--- src/rtl/rfphoenix_vecmem_seq_if.sv ---
// rfphoenix_vecmem_seq_if: bundles the command, memory-request and
// memory-response signals of the vector gather/scatter sequencer.
// The slave modport is the sequencer's view; master is the view of
// whatever drives it (issue logic plus memory side).
interface rfphoenix_vecmem_seq_if #(
    parameter int NLANES = 16
);
    // command side
    logic                   start_i;
    logic                   ready_o;
    logic                   store_i;
    logic [3:0]             rid_i;
    logic [31:0]            base_i;
    logic [32*NLANES-1:0]   idx_i;
    logic [32*NLANES-1:0]   dat_i;
    logic [NLANES-1:0]      mask_i;
    logic                   abort_i;
    logic                   done_o;
    logic [32*NLANES-1:0]   res_o;

    // element request stream towards memory
    logic                   req_wr_o;
    logic                   req_full_i;
    logic                   req_store_o;
    logic [31:0]            req_adr_o;
    logic [31:0]            req_dat_o;
    logic [3:0]             req_rid_o;
    logic [3:0]             req_step_o;

    // element responses from memory
    logic                   resp_v_i;
    logic [3:0]             resp_rid_i;
    logic [3:0]             resp_step_i;
    logic [31:0]            resp_dat_i;

    modport slave (
        input  start_i, store_i, rid_i, base_i, idx_i, dat_i, mask_i, abort_i,
        output ready_o, done_o, res_o,
        output req_wr_o, req_store_o, req_adr_o, req_dat_o, req_rid_o, req_step_o,
        input  req_full_i,
        input  resp_v_i, resp_rid_i, resp_step_i, resp_dat_i
    );

    modport master (
        output start_i, store_i, rid_i, base_i, idx_i, dat_i, mask_i, abort_i,
        input  ready_o, done_o, res_o,
        input  req_wr_o, req_store_o, req_adr_o, req_dat_o, req_rid_o, req_step_o,
        output req_full_i,
        output resp_v_i, resp_rid_i, resp_step_i, resp_dat_i
    );
endinterface

--- src/rtl/rfphoenix_vecmem_seq.sv ---
// rfphoenix_vecmem_seq: walks the lanes of a vector gather/scatter,
// issuing one element request per cycle (bounded by MAXOUT outstanding
// and memory backpressure) and collecting load responses into res_o.
// Optional feature macro: RFPHOENIX_VECMEM_MASKSKIP_EN -- when defined,
// masked-off lanes are skipped instead of issued.
module rfphoenix_vecmem_seq #(
    parameter int NLANES = 16,
    parameter int MAXOUT = 4
) (
    input logic                   clk_i,
    input logic                   rst_ni,
    rfphoenix_vecmem_seq_if.slave bus
);
    typedef enum logic [1:0] {S_IDLE, S_ISSUE, S_DRAIN, S_DONE} state_t;

    localparam logic [3:0] MAXOUT_C = 4'(MAXOUT);
    localparam logic [3:0] LAST_C   = 4'(NLANES - 1);

    state_t state_q, state_d;

    // operation captured at accept
    logic                    store_q;
    logic [3:0]              rid_q;
    logic [31:0]             base_q;
    logic [NLANES-1:0][31:0] idx_q;
    logic [NLANES-1:0][31:0] dat_q;
    logic [NLANES-1:0][31:0] res_q;
`ifdef RFPHOENIX_VECMEM_MASKSKIP_EN
    logic [NLANES-1:0]       mask_q;
`endif

    logic [3:0] step_q;   // next lane to consider
    logic [3:0] out_q;    // requests issued but not yet answered

    logic [3:0] cur;      // lane issued this cycle
    logic       cur_vld;  // some lane is still left to issue
    logic       cur_last; // cur is the final lane of this operation
    logic       accept;
    logic       issue;
    logic       resp_acc;

`ifdef RFPHOENIX_VECMEM_MASKSKIP_EN
    // Pick the lowest enabled lane at or above step, and note whether any enabled lane lies beyond it.
    always_comb begin
        cur      = '0;
        cur_vld  = 1'b0;
        cur_last = 1'b1;
        for (int n = NLANES - 1; n >= 0; n--) begin
            if (mask_q[n] && (n >= int'(step_q))) begin
                cur     = 4'(n);
                cur_vld = 1'b1;
            end
        end
        for (int n = 0; n < NLANES; n++) begin
            if (mask_q[n] && (n > int'(cur))) cur_last = 1'b0;
        end
    end
`else
    // Every lane issues in order; masking is resolved later at commit.
    always_comb begin
        cur      = step_q;
        cur_vld  = 1'b1;
        cur_last = (step_q == LAST_C);
    end
`endif

    assign accept = (state_q == S_IDLE) && bus.start_i;

    // Abort suppresses the request in the cycle it is raised.
    assign issue = (state_q == S_ISSUE) && cur_vld && !bus.req_full_i &&
                   (out_q < MAXOUT_C) && !bus.abort_i;

    // A response with nothing outstanding is only legal when it answers
    // the request going out in the very same cycle (zero-latency memory).
    assign resp_acc = bus.resp_v_i && !bus.abort_i &&
                      ((state_q == S_ISSUE) || (state_q == S_DRAIN)) &&
                      (bus.resp_rid_i == rid_q) &&
                      ((out_q != 4'd0) || issue);

    // Request outputs are only non-zero while a request is actually strobed.
    assign bus.req_wr_o    = issue;
    assign bus.req_store_o = issue & store_q;
    assign bus.req_adr_o   = issue ? (base_q + idx_q[cur]) : 32'd0;
    assign bus.req_dat_o   = issue ? dat_q[cur] : 32'd0;
    assign bus.req_rid_o   = issue ? rid_q : 4'd0;
    assign bus.req_step_o  = issue ? cur : 4'd0;
    assign bus.res_o       = res_q;

    // State register; reset drops any operation in flight.
    always_ff @(posedge clk_i or negedge rst_ni) begin
        if (!rst_ni) state_q <= S_IDLE;
        else         state_q <= state_d;
    end

    // Next-state and status outputs.
    always_comb begin
        state_d     = state_q;
        bus.ready_o = 1'b0;
        bus.done_o  = 1'b0;
        case (state_q)
            S_IDLE: begin
                bus.ready_o = 1'b1;
                if (bus.start_i) state_d = S_ISSUE;
            end
            S_ISSUE: begin
                if (bus.abort_i)                     state_d = S_IDLE;
                else if (!cur_vld)                   state_d = S_DRAIN;
                else if (issue && cur_last)          state_d = S_DRAIN;
            end
            S_DRAIN: begin
                if (bus.abort_i)                     state_d = S_IDLE;
                else if (out_q == 4'd0)              state_d = S_DONE;
            end
            S_DONE: begin
                bus.done_o = !bus.abort_i;
                state_d    = S_IDLE;
            end
            default: state_d = S_IDLE;
        endcase
    end

    // Operation capture, lane stepping, outstanding count and result collection.
    always_ff @(posedge clk_i or negedge rst_ni) begin
        if (!rst_ni) begin
            store_q <= 1'b0;
            rid_q   <= '0;
            base_q  <= '0;
            idx_q   <= '0;
            dat_q   <= '0;
            res_q   <= '0;
            step_q  <= '0;
            out_q   <= '0;
`ifdef RFPHOENIX_VECMEM_MASKSKIP_EN
            mask_q  <= '0;
`endif
        end else if (accept) begin
            store_q <= bus.store_i;
            rid_q   <= bus.rid_i;
            base_q  <= bus.base_i;
            idx_q   <= bus.idx_i;
            dat_q   <= bus.dat_i;
            res_q   <= '0;
            step_q  <= '0;
            out_q   <= '0;
`ifdef RFPHOENIX_VECMEM_MASKSKIP_EN
            mask_q  <= bus.mask_i;
`endif
        end else begin
            // the final lane leaves step parked rather than wrapping to 0
            if (issue) step_q <= cur_last ? cur : cur + 4'd1;

            if (issue && !resp_acc)      out_q <= out_q + 4'd1;
            else if (!issue && resp_acc) out_q <= out_q - 4'd1;

            if (resp_acc && !store_q) res_q[bus.resp_step_i] <= bus.resp_dat_i;
        end
    end
endmodule
--- src/flat_wrapper.sv ---
// flat-port wrapper written by rule: the top's interface ports become plain ports
module rfphoenix_vecmem_seq_flat 
#(
    parameter int NLANES = 16,
    parameter int MAXOUT = 4
)
  (clk_i, rst_ni, bus_start_i, bus_store_i, bus_rid_i, bus_base_i, bus_idx_i, bus_dat_i, bus_mask_i, bus_abort_i, bus_ready_o, bus_done_o, bus_res_o, bus_req_wr_o, bus_req_store_o, bus_req_adr_o, bus_req_dat_o, bus_req_rid_o, bus_req_step_o, bus_req_full_i, bus_resp_v_i, bus_resp_rid_i, bus_resp_step_i, bus_resp_dat_i);
  rfphoenix_vecmem_seq_if #(.NLANES(NLANES)) bus_i ();
  input logic clk_i;
  input logic rst_ni;
  input wire logic [$bits(bus_i.start_i)-1:0] bus_start_i;
  input wire logic [$bits(bus_i.store_i)-1:0] bus_store_i;
  input wire logic [$bits(bus_i.rid_i)-1:0] bus_rid_i;
  input wire logic [$bits(bus_i.base_i)-1:0] bus_base_i;
  input wire logic [$bits(bus_i.idx_i)-1:0] bus_idx_i;
  input wire logic [$bits(bus_i.dat_i)-1:0] bus_dat_i;
  input wire logic [$bits(bus_i.mask_i)-1:0] bus_mask_i;
  input wire logic [$bits(bus_i.abort_i)-1:0] bus_abort_i;
  output wire logic [$bits(bus_i.ready_o)-1:0] bus_ready_o;
  output wire logic [$bits(bus_i.done_o)-1:0] bus_done_o;
  output wire logic [$bits(bus_i.res_o)-1:0] bus_res_o;
  output wire logic [$bits(bus_i.req_wr_o)-1:0] bus_req_wr_o;
  output wire logic [$bits(bus_i.req_store_o)-1:0] bus_req_store_o;
  output wire logic [$bits(bus_i.req_adr_o)-1:0] bus_req_adr_o;
  output wire logic [$bits(bus_i.req_dat_o)-1:0] bus_req_dat_o;
  output wire logic [$bits(bus_i.req_rid_o)-1:0] bus_req_rid_o;
  output wire logic [$bits(bus_i.req_step_o)-1:0] bus_req_step_o;
  input wire logic [$bits(bus_i.req_full_i)-1:0] bus_req_full_i;
  input wire logic [$bits(bus_i.resp_v_i)-1:0] bus_resp_v_i;
  input wire logic [$bits(bus_i.resp_rid_i)-1:0] bus_resp_rid_i;
  input wire logic [$bits(bus_i.resp_step_i)-1:0] bus_resp_step_i;
  input wire logic [$bits(bus_i.resp_dat_i)-1:0] bus_resp_dat_i;
  assign bus_i.start_i = bus_start_i;
  assign bus_i.store_i = bus_store_i;
  assign bus_i.rid_i = bus_rid_i;
  assign bus_i.base_i = bus_base_i;
  assign bus_i.idx_i = bus_idx_i;
  assign bus_i.dat_i = bus_dat_i;
  assign bus_i.mask_i = bus_mask_i;
  assign bus_i.abort_i = bus_abort_i;
  assign bus_ready_o = bus_i.ready_o;
  assign bus_done_o = bus_i.done_o;
  assign bus_res_o = bus_i.res_o;
  assign bus_req_wr_o = bus_i.req_wr_o;
  assign bus_req_store_o = bus_i.req_store_o;
  assign bus_req_adr_o = bus_i.req_adr_o;
  assign bus_req_dat_o = bus_i.req_dat_o;
  assign bus_req_rid_o = bus_i.req_rid_o;
  assign bus_req_step_o = bus_i.req_step_o;
  assign bus_i.req_full_i = bus_req_full_i;
  assign bus_i.resp_v_i = bus_resp_v_i;
  assign bus_i.resp_rid_i = bus_resp_rid_i;
  assign bus_i.resp_step_i = bus_resp_step_i;
  assign bus_i.resp_dat_i = bus_resp_dat_i;
  rfphoenix_vecmem_seq #(.NLANES(NLANES), .MAXOUT(MAXOUT)) u_core (.clk_i(clk_i), .rst_ni(rst_ni), .bus(bus_i));
endmodule
--- config.mk ---
export PLATFORM = sky130hd
export DESIGN_NAME = rfphoenix_vecmem_seq_flat
export DESIGN_NICKNAME = d
export VERILOG_FILES = /design/src/rtl/rfphoenix_vecmem_seq_if.sv /design/src/rtl/rfphoenix_vecmem_seq.sv /design/src/flat_wrapper.sv
export SDC_FILE = /design/constraint.sdc
export NUM_CORES = 2
export LEC_CHECK = 0
export ABC_AREA = 1
export CAP_MARGIN = 0
export CORE_AREA = 2 2 664 666
export DETAILED_ROUTE_END_ITERATION = 10
export DIE_AREA = 0 0 666 668
export GPL_TIMING_DRIVEN = 0
export PLACE_DENSITY_LB_ADDON = 0.08
export SLEW_MARGIN = 15
export SYNTH_ARGS = -nofsm -noshare
export SYNTH_HDL_FRONTEND = slang
export SYNTH_SLANG_ARGS = --single-unit
--- constraint.sdc ---
create_clock -name clk_i -period 6.5 [get_ports clk_i]
set_clock_uncertainty 0.1 [all_clocks]
set_input_delay 1.3 -clock clk_i [delete_from_list [all_inputs] [get_ports clk_i]]
set_output_delay 1.3 -clock clk_i [all_outputs]
set_load 0.05 [all_outputs]
======== Word-level counts from Yosys, hierarchy flattened ========
Index checks and enable logic that the tools add are counted.
cells by class
  eq/ne operators ......................... 9
  bitwise gates (word level) .............. 1
  add/sub/neg operators ................... 4
  reduce and logical (&&, ||, !) cells .... 28
  $lt $le $gt $ge ......................... 4
  muxes and demuxes ....................... 27
operators with widths
  operator                                                                       number
  512-bit two-way mux                                                            2
  512-bit bitwise mux                                                            1
  32-bit binary-select mux with 4-bit select                                     2
  32-bit two-way mux                                                             5
  32-bit demux with 4-bit select                                                 1
  32-bit adder                                                                   1
  4-bit two-way mux                                                              8
  1-bit logical AND                                                              13
  4-bit by 5-bit less-than comparator with 1-bit output (second input constant)  2
  2-bit two-way mux                                                              5
  4-bit by 1-bit adder with 4-bit output (second input constant)                 2
  2-bit one-hot mux with 4 select lines                                          1
  3-bit != test (second input constant)                                          2
  1-bit zero test                                                                5
  2-bit equality test (second input constant)                                    2
  4-bit equality test                                                            1
  4-bit equality test (second input constant)                                    1
  4-bit by 1-bit >= comparator with 1-bit output (second input constant)         1
  4-bit zero test                                                                1
  4-bit by 3-bit less-than comparator with 1-bit output (second input constant)  1
  2-bit != test (second input constant)                                          2
  2-bit nonzero test                                                             2
  4-bit nonzero test                                                             1
  4-bit by 1-bit subtractor with 4-bit output (second input constant)            1
  other kinds (8)                                                                10
word-level totals
  word-level logic and storage cells ...... 127
  bits in registers ....................... 1583
  input port bits ......................... 1123

======== Logic depth before layout (Yosys ltp) ========
  depth in word-level cells ............... 10
  gate-level depth with buffers ........... 23
  gate-level depth less buffers ........... 20

======== Least setup slack after synthesis ========
OpenSTA, ideal clock, no wires.
  kind .................................... register to output
  start point ............................. register u_core.step_q[0] (netlist: u_core.cur[0])
  end point ............................... output port bus_req_adr_o[28]
  buffers on the path ..................... 4
  path slack .............................. 1.297 ns
  arrival ................................. 3.803 ns
  cell stages (with the launch flop) ...... 22
  path through ............................ dfrtp_1 > buf_2 > inv_2 > buf_2 > buf_2 > buf_1 > nor2_1 > o22ai_1 > nand2_1 > nand3_1 > ha_1 > inv_1 > fa_1 > o21ai_0 > nand2_1 > nand2_1 > nand2_1 > nand2_1 > nand2_1 > nand3_1 > nand2_1 > nor2_1
on the way
  word-level cells in the longest chain between the ends .. 4
ends and longest elaborated chain
  element                                     line                         text
  start: declaration                          rfphoenix_vecmem_seq.sv:32   logic [3:0] step_q;
  start signal: assignment                    rfphoenix_vecmem_seq.sv:150  if (issue) step_q <= cur_last ? cur : cur + 4'd1;
  32-bit binary-select mux with 4-bit select  rfphoenix_vecmem_seq.sv:83   assign bus.req_adr_o = issue ? (base_q + idx_q[cur]) : 32'd0;
  32-bit two-way mux (not written as such)    rfphoenix_vecmem_seq.sv:83
  32-bit adder                                rfphoenix_vecmem_seq.sv:83
  32-bit two-way mux                          rfphoenix_vecmem_seq.sv:83
  end: declaration                            flat_wrapper.sv:24           output wire logic [$bits(bus_i.req_adr_o)-1:0] bus_req_adr_o;
No other way between the ends. The select of a mux whose other input is x is not followed.

======== Worst setup path in the final report ========
  start point ............................. register u_core.step_q[0] (netlist: u_core.cur[0])
  end point ............................... output port bus_req_adr_o[25]
Same word-level chain as after synthesis.

==> metrics.md <==
| Metric | Value |
|---|---|
| Status | `finished with violations` |
| Failing checks | `setup timing` |
| Most frequent cells in the layout | `3925 x nand2_1, 1659 x clkdlybuf4s50_1, 1581 x dfrtp_1` |
| Area Overhead vs Synth | `48.0%` |
| Seq/Total Area, Yosys | `0.539` |
| Clock Latency Late Sink | `0.92 ns` |
| Final ANT Viol Nets | `0` |
| FP Rows | `243` |
| Final #Nets | `12500` |
| Initial antenna violation count | `158` |
| Final min period | `6.74 ns` |
| Total CTS buffers | `212` |
| Core area | `437000 um^2` |
| Routed WL per cell | `31.3 um` |
| Total of max-cap violations | `0` |
| Rel. slew slack | `0.0944` |
| Worst path buffer plus inverter count | `6` |
| WL met3 | `29.9 mm` |
| Hold WC Path Type | `input port to async pin` |
| CTS Buffer Depth | `4` |
| Slowest stage cell, crit path | `o211ai_1` |
| Drt pass-1 iters | `5` |
| Via count | `76900` |
| Largest net degree at the start of global routing | `134` |
| Crit path max-delay family | `simple AND/OR/NAND/NOR gates` |
| Via density | `4.44` |
| H-tree depth | `4` |
| Num ports | `1711` |
| Buffers on Ports | `1694` |
| Tot GR Track Use | `0.234` |
| WL met1 | `213 mm` |
| Critical path endpoint category | `primary output` |
| Startpoint types | `flip-flop` |
| Grt total ovfl | `0` |
| CTS tree | `built` |
| RD Place Congestion | `0.939` |
| Most common cell after layout, fill and taps aside | `nand2_1` |
| Die ar. | `445000 um^2` |
| Pwr per Cell Area | `480 nW/um^2` |
| Max Slew Vio Count | `0` |
| CP max FO | `7` |
| Post-synth EDFFs | `0` |
| Worst hold margin | `0.330 ns` |
| CTS root buffer | `clkbuf_16` |
| Cell Area, Synth | `73500 um^2` |
| First-pass GRT wire length | `712 mm` |
| CP dominant cell by count | `buf_12` |
| Synth Register Bits | `1583` |
| Cell leakage power | `51.3 nW` |
| Clock-pin transition on the worst setup and hold timing paths | `0.07 ns` |
| Syn_area_per_cell | `7.90 um^2` |
| DRC viols | `0` |
| RSZ-0062 raised after global routing | `true` |
| Fmax achieved | `148 MHz` |
| Syn Nets | `10500` |
| Period utilisation layout | `1.04` |
| Crit path DAT | `5.34 ns` |
| WL met2 | `270 mm` |
| Asr flop ratio synth | `1.00` |
| Max incr delay on CP | `1.06 ns` |
| Setup Crit Path Kind | `flip-flop to primary output` |
| Yosys cell types | `35` |
| Final instance area | `109000 um^2` |
| Vias in the first global route | `78300` |
| Max VDD drop | `0.253 mV` |
| Post-DP HPWL | `440 mm` |
| Final wirelength | `541 mm` |
| Share of post-route cells with drive strength above 1 | `0.0970` |
| Highest Signal Layer | `met5` |
| Die H | `668 um` |
| Initial Utilization | `0.168` |
| Cts hold-fix bufs | `0` |
| Worst slew pin tran | `1.35 ns` |
| Syn Inst Count | `9308` |
| Placement Cell Area | `98800 um^2` |
| Critical Path RT | `5.10 ns` |
| Die width | `666 um` |
| Final worst slack | `-0.242 ns` |
| Initial DRC Count | `6071` |
| Hold Violations, Final | `0` |
| Number of endpoints failing setup at the final stage | `10` |
| Top FF cell, synth | `dfrtp_1` |
| Critical Path, Cell by Cell | `buf_12, buf_12, buf_12, buf_16, buf_12, nor2_4, o22ai_4, o211ai_1, nand3_2, ha_4, nand2_4, nor2_4, nand2_2, nor2_2, nand2_2, nand3_2, nand2_2, nor2_4, buf_12` |
| Clk sinks | `1583` |
| Post-Place Worst Slack | `-2.62 ns` |
| Synth Warn # | `0` |
-- per-layer routing --
metal,track usage,up-vias
li1,-,34700
met1,0.277,38700
met2,0.413,2669
met3,0.0413,740
met4,0.105,58
met5,0,-
-- path summary, 6_finish.rpt --
path,end,from,cells after the start,slack [ns]
worst min register to register,u_core.dat_q[191],u_core.dat_q[191],2,0.37
worst max-delay path,bus_req_adr_o[25],u_core.cur[0],19,-0.24
worst min-delay path,u_core.rid_q[0],rst_ni,2,0.33
max in group asynchronous,u_core.dat_q[138],rst_ni,5,3.75
worst max register to register,u_core.bus.res_o[157],u_core.state_q[0],10,1.85
min in group clk_i,u_core.dat_q[191],u_core.dat_q[191],2,0.37
-- where the power goes --
group | internal (mW) | switching (mW) | total (mW)
combinational | 7.24 | 17.8 | 25.1
clock | 6.96 | 5.04 | 12.0
sequential | 13.1 | 2.12 | 15.2
total | 27.3 | 25.0 | 52.3
-- final cells by class --
cell class / count / area, um^2
Antenna cell: 83 / 208
Buffer: 746 / 3960
Clock buffer: 322 / 6320
Clock inverter: 41 / 513
Fill cell: 48200 / 328000
Inverter: 158 / 621
Multi-Input combinational cell: 6818 / 31900
Sequential cell: 1583 / 39600
Tap cell: 5757 / 7200
Timing Repair Buffer: 1786 / 18400
-- through the flow --
step	std cells	setup TNS (ns)	power, mW	util
global route	17300	-0.996	55.2	0.249
detailed placement	16800	-75.02	37.6	0.226
CTS	17200	-0.137	51.9	0.247
finish	17300	-1.44	52.3	0.249
floorplan	9308	0	25.6	-
global placement	16800	-	37.5	0.223
-- cell families (layout without fill, tap and decap cells) --
kind of cell,after synthesis,count (layout),synth area share
AND/OR/NAND/NOR,5832,5832,0.328
XOR/XNOR,10,10,0.00119
other,0,83,0
buffers and inverters,907,3053,0.0520
AO/OA/AOI/OAI,935,935,0.0725
adder cells (fa/ha/maj),41,41,0.00718
flip-flops,1583,1583,0.539
-- sequential cells by signal, indices dropped and copies added, names as in the netlist --
name / flops
u_core.base_q: 32
u_core.bus.res_o: 512
u_core.cur: 4
u_core.dat_q: 512
u_core.idx_q: 512
u_core.out_q: 4
u_core.rid_q: 4
u_core.state_q: 2
u_core.store_q: 1
-- timing repair --
| action | 4_1_cts | 5_1_grt |
|---|---|---|
| gates resized for setup | 706 | 159 |
| pin swaps | 84 | 89 |
| gates cloned | 1 | 0 |
| setup buffers | 33 | 18 |
| endpoints found under the hold margin | 0 | 0 |
| endpoints found under the setup margin | 71 | 26 |
-- synthesized netlist by cell type, types with 45 or more instances --
master    count  area [um^2]
o211ai_1     55          413
dfrtp_1    1583        39600
nand4_1     513         3210
nor2_1      689         2590
clkbuf_1    477         1790
nand3_1     625         3130
o21ai_0     569         2850
buf_1        45          169
nand2_1    3982        14900
o22ai_1     139          870
buf_4        45          338
o221ai_1     72          631
a21oi_1      55          275
buf_2       178          891
inv_1       150          563
Note: power is estimated with default switching activity, not from simulation.
